==> config.mk <==
export PLATFORM = sky130hd
export DESIGN_NAME = wb_arbiter
export DESIGN_NICKNAME = d
export VERILOG_FILES = /design/src/rtl/wb_arbiter_pkg.sv /design/src/rtl/wb_fifo.sv /design/src/rtl/wb_arbiter.sv
export SDC_FILE = /design/constraint.sdc
export NUM_CORES = 1
export LEC_CHECK = 0
export CORE_ASPECT_RATIO = 0.6
export CORE_MARGIN = 5
export CORE_UTILIZATION = 67
export DETAILED_ROUTE_END_ITERATION = 16
export DONT_BUFFER_PORTS = 1
export GPL_ROUTABILITY_DRIVEN = 0
export GPL_TIMING_DRIVEN = 0
export PLACE_DENSITY = 0.9
export SLEW_MARGIN = 5
export SYNTH_ARGS = -nofsm -noshare
export SYNTH_HDL_FRONTEND = slang
export SYNTH_SLANG_ARGS = --single-unit
==> constraint.sdc <==
create_clock -name CLK -period 6.1 [get_ports CLK]
set_clock_uncertainty 0.15 [all_clocks]
set_input_delay 0.915 -clock CLK [delete_from_list [all_inputs] [get_ports CLK]]
set_output_delay 0.915 -clock CLK [all_outputs]
set_load 0.03 [all_outputs]
==> src/rtl/wb_arbiter_pkg.sv <==
// Shared types and default widths for the writeback arbiter and its source FIFOs.
// Optional feature macro used by wb_arbiter: WB_ROUNDROBIN_EN.
package wb_arbiter_pkg;

    localparam int WB_PREG_W   = 6;
    localparam int WB_ROBINDEX = 6;

    typedef struct packed {
        logic [31:0]            data;
        logic [WB_PREG_W-1:0]   dest;
        logic                   write;
        logic [WB_ROBINDEX-1:0] rob;
    } wb_entry_t;

    typedef enum logic {
        WB_SRC_ALU = 1'b0,
        WB_SRC_MEM = 1'b1
    } wb_src_e;

    function automatic int wb_cnt_w(input int depth);
        return $clog2(depth) + 1;
    endfunction

endpackage

==> src/rtl/wb_fifo.sv <==
// Small synchronous FIFO holding one source's pending writeback entries.
// Pointers wrap modulo DEPTH (power of two); occupancy counter gives empty/full.
module wb_fifo
    import wb_arbiter_pkg::*;
#(
    parameter int  DEPTH   = 2,
    parameter type entry_t = wb_entry_t
) (
    input  logic   i_clk,
    input  logic   i_rst_n,
    input  logic   i_push,
    input  entry_t i_entry,
    input  logic   i_pop,
    output entry_t o_head,
    output logic   o_empty,
    output logic   o_full
);

    localparam int PTR_W = (DEPTH > 1) ? $clog2(DEPTH) : 1;
    localparam int CNT_W = wb_cnt_w(DEPTH);

    entry_t           r_mem [DEPTH];
    logic [PTR_W-1:0] r_wptr;
    logic [PTR_W-1:0] r_rptr;
    logic [CNT_W-1:0] r_count;

    logic w_do_push;
    logic w_do_pop;

    assign o_empty   = (r_count == '0);
    assign o_full    = (r_count == CNT_W'(DEPTH));
    assign w_do_push = i_push && !o_full;
    assign w_do_pop  = i_pop && !o_empty;
    assign o_head    = r_mem[r_rptr];

    // Storage needs no reset: the occupancy counter decides what is valid.
    always_ff @(posedge i_clk) begin
        if (w_do_push) begin
            r_mem[r_wptr] <= i_entry;
        end
    end

    always_ff @(posedge i_clk or negedge i_rst_n) begin
        if (!i_rst_n) begin
            r_wptr  <= '0;
            r_rptr  <= '0;
            r_count <= '0;
        end else begin
            if (w_do_push) begin
                r_wptr <= r_wptr + PTR_W'(1);
            end
            if (w_do_pop) begin
                r_rptr <= r_rptr + PTR_W'(1);
            end
            if (w_do_push && !w_do_pop) begin
                r_count <= r_count + CNT_W'(1);
            end else if (w_do_pop && !w_do_push) begin
                r_count <= r_count - CNT_W'(1);
            end
        end
    end

endmodule

==> src/rtl/wb_arbiter.sv <==
// Writeback arbiter: buffers ALU and MEM results and drives one registered write/complete beat per cycle.
// Define WB_ROUNDROBIN_EN for alternating grants under contention; default is fixed MEM priority.
module wb_arbiter
    import wb_arbiter_pkg::*;
#(
    parameter int ROBINDEX   = WB_ROBINDEX,
    parameter int PREG_W     = WB_PREG_W,
    parameter int FIFO_DEPTH = 2
) (
    input  logic                CLK,
    input  logic                RESET,
    input  logic                FREEZE,

    // valid/ready: a result transfers at a rising edge where X_valid && X_ready;
    // ready depends only on FIFO occupancy and FREEZE, never on valid.
    input  logic                ALU_valid,
    output logic                ALU_ready,
    input  logic [31:0]         ALU_data,
    input  logic [PREG_W-1:0]   ALU_dest,
    input  logic                ALU_write,
    input  logic [ROBINDEX-1:0] ALU_ROBPointer,

    input  logic                MEM_valid,
    output logic                MEM_ready,
    input  logic [31:0]         MEM_data,
    input  logic [PREG_W-1:0]   MEM_dest,
    input  logic                MEM_write,
    input  logic [ROBINDEX-1:0] MEM_ROBPointer,

    output logic [31:0]         write_register_data,
    output logic [PREG_W-1:0]   write_register_index,
    output logic                write_register_flag,
    output logic                Complete_valid,
    output logic [ROBINDEX-1:0] Complete_ROBPointer
);

    typedef struct packed {
        logic [31:0]         data;
        logic [PREG_W-1:0]   dest;
        logic                write;
        logic [ROBINDEX-1:0] rob;
    } entry_t;

    entry_t  w_alu_in;
    entry_t  w_mem_in;
    entry_t  w_alu_head;
    entry_t  w_mem_head;
    entry_t  w_head;
    logic    w_alu_empty;
    logic    w_alu_full;
    logic    w_mem_empty;
    logic    w_mem_full;
    logic    w_alu_push;
    logic    w_mem_push;
    logic    w_alu_pop;
    logic    w_mem_pop;
    logic    w_grant_any;
    wb_src_e w_grant_src;

    logic [31:0]         r_data;
    logic [PREG_W-1:0]   r_index;
    logic                r_flag;
    logic                r_cvalid;
    logic [ROBINDEX-1:0] r_rob;

    assign w_alu_in = '{data: ALU_data, dest: ALU_dest, write: ALU_write, rob: ALU_ROBPointer};
    assign w_mem_in = '{data: MEM_data, dest: MEM_dest, write: MEM_write, rob: MEM_ROBPointer};

    // A full FIFO refuses even when it pops this cycle, keeping ready a pure occupancy function.
    assign ALU_ready  = !w_alu_full && !FREEZE;
    assign MEM_ready  = !w_mem_full && !FREEZE;
    assign w_alu_push = ALU_valid && ALU_ready;
    assign w_mem_push = MEM_valid && MEM_ready;

    wb_fifo #(.DEPTH(FIFO_DEPTH), .entry_t(entry_t)) u_alu_fifo (
        .i_clk   (CLK),
        .i_rst_n (RESET),
        .i_push  (w_alu_push),
        .i_entry (w_alu_in),
        .i_pop   (w_alu_pop),
        .o_head  (w_alu_head),
        .o_empty (w_alu_empty),
        .o_full  (w_alu_full)
    );

    wb_fifo #(.DEPTH(FIFO_DEPTH), .entry_t(entry_t)) u_mem_fifo (
        .i_clk   (CLK),
        .i_rst_n (RESET),
        .i_push  (w_mem_push),
        .i_entry (w_mem_in),
        .i_pop   (w_mem_pop),
        .o_head  (w_mem_head),
        .o_empty (w_mem_empty),
        .o_full  (w_mem_full)
    );

`ifdef WB_ROUNDROBIN_EN
    wb_src_e r_last_grant;
`endif

    always_comb begin
        w_grant_any = 1'b0;
        w_grant_src = WB_SRC_MEM;
        if (!FREEZE) begin
            if (!w_alu_empty && !w_mem_empty) begin
                w_grant_any = 1'b1;
`ifdef WB_ROUNDROBIN_EN
                w_grant_src = (r_last_grant == WB_SRC_MEM) ? WB_SRC_ALU : WB_SRC_MEM;
`else
                w_grant_src = WB_SRC_MEM;
`endif
            end else if (!w_mem_empty) begin
                w_grant_any = 1'b1;
                w_grant_src = WB_SRC_MEM;
            end else if (!w_alu_empty) begin
                w_grant_any = 1'b1;
                w_grant_src = WB_SRC_ALU;
            end
        end
    end

    assign w_head    = (w_grant_src == WB_SRC_MEM) ? w_mem_head : w_alu_head;
    assign w_alu_pop = w_grant_any && (w_grant_src == WB_SRC_ALU);
    assign w_mem_pop = w_grant_any && (w_grant_src == WB_SRC_MEM);

`ifdef WB_ROUNDROBIN_EN
    // Resetting to ALU makes MEM the winner of the first contention.
    always_ff @(posedge CLK or negedge RESET) begin
        if (!RESET) begin
            r_last_grant <= WB_SRC_ALU;
        end else if (w_grant_any) begin
            r_last_grant <= w_grant_src;
        end
    end
`endif

    always_ff @(posedge CLK or negedge RESET) begin
        if (!RESET) begin
            r_data   <= '0;
            r_index  <= '0;
            r_flag   <= 1'b0;
            r_cvalid <= 1'b0;
            r_rob    <= '0;
        end else if (w_grant_any) begin
            r_data   <= w_head.data;
            r_index  <= w_head.dest;
            r_flag   <= w_head.write;
            r_cvalid <= 1'b1;
            r_rob    <= w_head.rob;
        end else begin
            r_flag   <= 1'b0;
            r_cvalid <= 1'b0;
        end
    end

    assign write_register_data  = r_data;
    assign write_register_index = r_index;
    assign write_register_flag  = r_flag;
    assign Complete_valid       = r_cvalid;
    assign Complete_ROBPointer  = r_rob;

endmodule

==> key figures <==
CTS
  – Htree depth: 1
  – Clock-pin slew on the worst setup and hold paths: 0.06 ns
  – Later-pin clock latency in the skew report: 0.49 ns
  – CTS tree: built
  – Clk sink count: 234
  – Clock buffer count from CTS: 21
  – Root buffer cell: clkbuf_16
  – Max clock buf depth: 3
  – Setup Fix Bufs, Post-CTS: 0

Timing
  – Slew margin rel.: 0.433
  – Post-route worst setup slack: 3.36 ns
  – Unrepaired setup endpoints after global routing: no
  – Fin crit period: 2.74 ns
  – Tightest Pin Transition: 0.849 ns
  – Fmax: 365 MHz
  – Setup TNS: 0 ns
  – Setup violators final: 0
  – Max-slew violations: 0
  – Tcrit/Tclk final: 0.449
  – Worst hold slack: 0.141 ns
  – Final hold violation count: 0

Pwr
  – Switching power: 1.99 mW
  – Pint: 3.29 mW
  – Part of the power in registers: 0.481
  – Comb power frac: 0.266
  – Sw Share: 0.377
  – Peak VDD IR: 288 µV
  – Power Density: 499 mW/mm²
  – Leakage Power: 3.43 nW
  – Clock power frac: 0.252

Logic synthesis
  – Syn_area_per_cell: 16.0 µm²
  – FFs w/ async S/R, synth: 0.231
  – Largest cells by area after synthesis: edfxtp_1 57%, dfrtp_1 14%, nor2b_1 5.9%
  – Post-synthesis sequential area ratio: 0.712
  – Cells after Synth: 592
  – Syn_nets: 689
  – Yosys warns: 0
  – Top cells by count, synth: 180 x edfxtp_1, 89 x nor2b_1, 54 x dfrtp_1, 45 x o21ai_0
  – Cell taking the most area after synthesis: edfxtp_1
  – Number of synthesized flops with an enable pin: 180
  – #FFs+latches synth: 234
  – Post-synth top flop: edfxtp_1
  – Netlist cell types: 31
  – Count leader, synth: edfxtp_1
  – Cell Area, Synth: 0.00949 mm²
  – Post-synth top area share: 0.570

Min path
  – Hold Path Class: in -> async

Die
  – Starting Density: 0.690
  – Die height: 102 µm
  – Row count: 33
  – Die ar.: 0.0167 mm²
  – Ports: 143
  – Core footprint: 0.0137 mm²
  – Die W: 164 µm

GRT
  – Antenna violations before repair: 0
  – Vias in the first global route: 5717
  – Gr usage total: 0.264
  – GRT overflow: 0
  – Largest net degree at the start of global routing: 55
  – First-pass GRT wire length: 33200 µm

Finish
  – Area Overhead vs Synth: 11.4%
  – Diode count: 0
  – Share of layout cells above drive strength 1: 0.180
  – # nets final: 717
  – Filler Cell Count: 790

Route
  – Post-route DRC violation count: 0
  – Drt wl/cell: 26.5 µm
  – Routed wire length: 21900 µm
  – Number of routed nets with antenna violations: 0
  – DR pass1 iterations: 5
  – DR vias: 5570
  – Drt first-iter violations: 492
  – Via/cell ratio: 6.74

Placement
  – Dpl hpwl: 14600 µm
  – DP Worst Slack: 2.98 ns
  – Number of buffers added on ports: 0

Worst setup path
  – Worst endpoint required time: 5.03 ns
  – Critical path arrival: 1.68 ns
  – CP Capture Type: output pin
  – Crit path max fanout: 10
  – Type of origin of the critical path: primary input
  – Setup CP Type: in -> out

Outcome
  – Status: finished, final reports clean

Run
  – Max_cap viols: 0
## placed cells by master, fill, tap and decap left out, drive strengths merged, types with 5 or more instances in the layout
cell,count
nor2b,89
edfxtp,180
clkbuf,57
o21ai,45
buf,29
clkinv,6
xnor2,8
o31ai,44
dfrtp,54
nor2,5
a221oi,44
inv,7
a2111oi,45
## state kept, by name (all words and copies together), names as in the netlist, 2 cells and up
| register | cells |
|---|---|
| u_alu_fifo.r_mem | 90 |
| write_register_data | 32 |
| u_mem_fifo.r_mem | 90 |
| write_register_index | 6 |
| u_alu_fifo.r_count | 2 |
| Complete_ROBPointer | 6 |
| u_mem_fifo.r_count | 2 |
## timing repair
item / in CTS / in global routing
resized for setup: 0 / 0
hold endpoints to repair: 54 / 0
hold buffers: 1 / 0
## power groups by stage
stage	sequential, mW	clock (mW)	combinational (mW)
global placement	2.57	0	1.27
floorplan	2.50	0	1.01
detailed placement	2.57	0	1.36
global route	2.57	1.41	1.52
CTS	2.54	1.34	1.39
finish	2.54	1.33	1.40
## worst paths after layout
| check | from | end | slack (ns) | cells past startpoint |
|---|---|---|---|---|
| min | RESET | u_mem_fifo.r_rptr$_DFFE_PN0P_ | 0.14 | 1 |
| max | FREEZE | MEM_ready | 3.36 | 3 |
| min reg2reg | u_alu_fifo.r_wptr$_DFFE_PN0P_ | u_alu_fifo.r_wptr$_DFFE_PN0P_ | 0.39 | 1 |
| max in group asynchronous | RESET | Complete_ROBPointer[5]$_DFFE_PN0P_ | 5.40 | 1 |
| max reg2reg | u_mem_fifo.r_count[1]$_DFFE_PN0P_ | u_mem_fifo.r_mem[1][6]$_DFFE_PP_ | 3.65 | 4 |
| min in group CLK | MEM_data[11] | u_mem_fifo.r_mem[1][24]$_DFFE_PP_ | 0.35 | 0 |
## critical path, cell delays in order
cell,delay (ns)
buf_2,0.18
inv_1,0.17
o21a_1,0.41
## layout make-up
type                    count  area (µm²)  area share
flip-flops and latches    234        6760       0.639
multi-input cells         298        2450       0.232
clock buffers              27         588      0.0557
plain buffers              54         273      0.0258
well taps                 192         240      0.0227
repair buffers              5         123      0.0116
clock inverters            11         113      0.0107
inverters                   6        22.5     0.00213
## through the flow
step,util,area [µm²],cells,power (mW)
2_1_floorplan,-,9490,592,3.50
3_3_place_gp,0.707,9730,784,3.84
3_5_place_dp,0.716,9840,788,3.93
4_1_cts,0.768,10600,827,5.27
5_1_grt,0.768,10600,827,5.50
6_report,0.768,10600,827,5.28
## kinds of logic (layout without fill, tap and decap cells)
| kind of cell | count (synthesis) | count (layout) | share of synthesized area |
|---|---|---|---|
| adders and majority gates | 2 | 2 | 0.00264 |
| and+or+nand+nor | 102 | 102 | 0.0686 |
| xor gates and xnor gates | 10 | 10 | 0.00923 |
| AOI/OAI and AO/OA | 183 | 183 | 0.175 |
| buffers and inverters | 60 | 103 | 0.0311 |
| DFF | 234 | 234 | 0.712 |
| muxes | 1 | 1 | 0.00106 |
## metal layers
metal / global-route usage / wire, µm / up-vias
met1: 0.369 / 8940 / 2846
met2: 0.402 / 9800 / 275
met3: 0.106 / 2730 / 39
met5: 0 / 0 / -
li1: - / - / 2410
met4: 0.0593 / 411 / 0
Note: power is estimated with default switching activity, not from simulation.
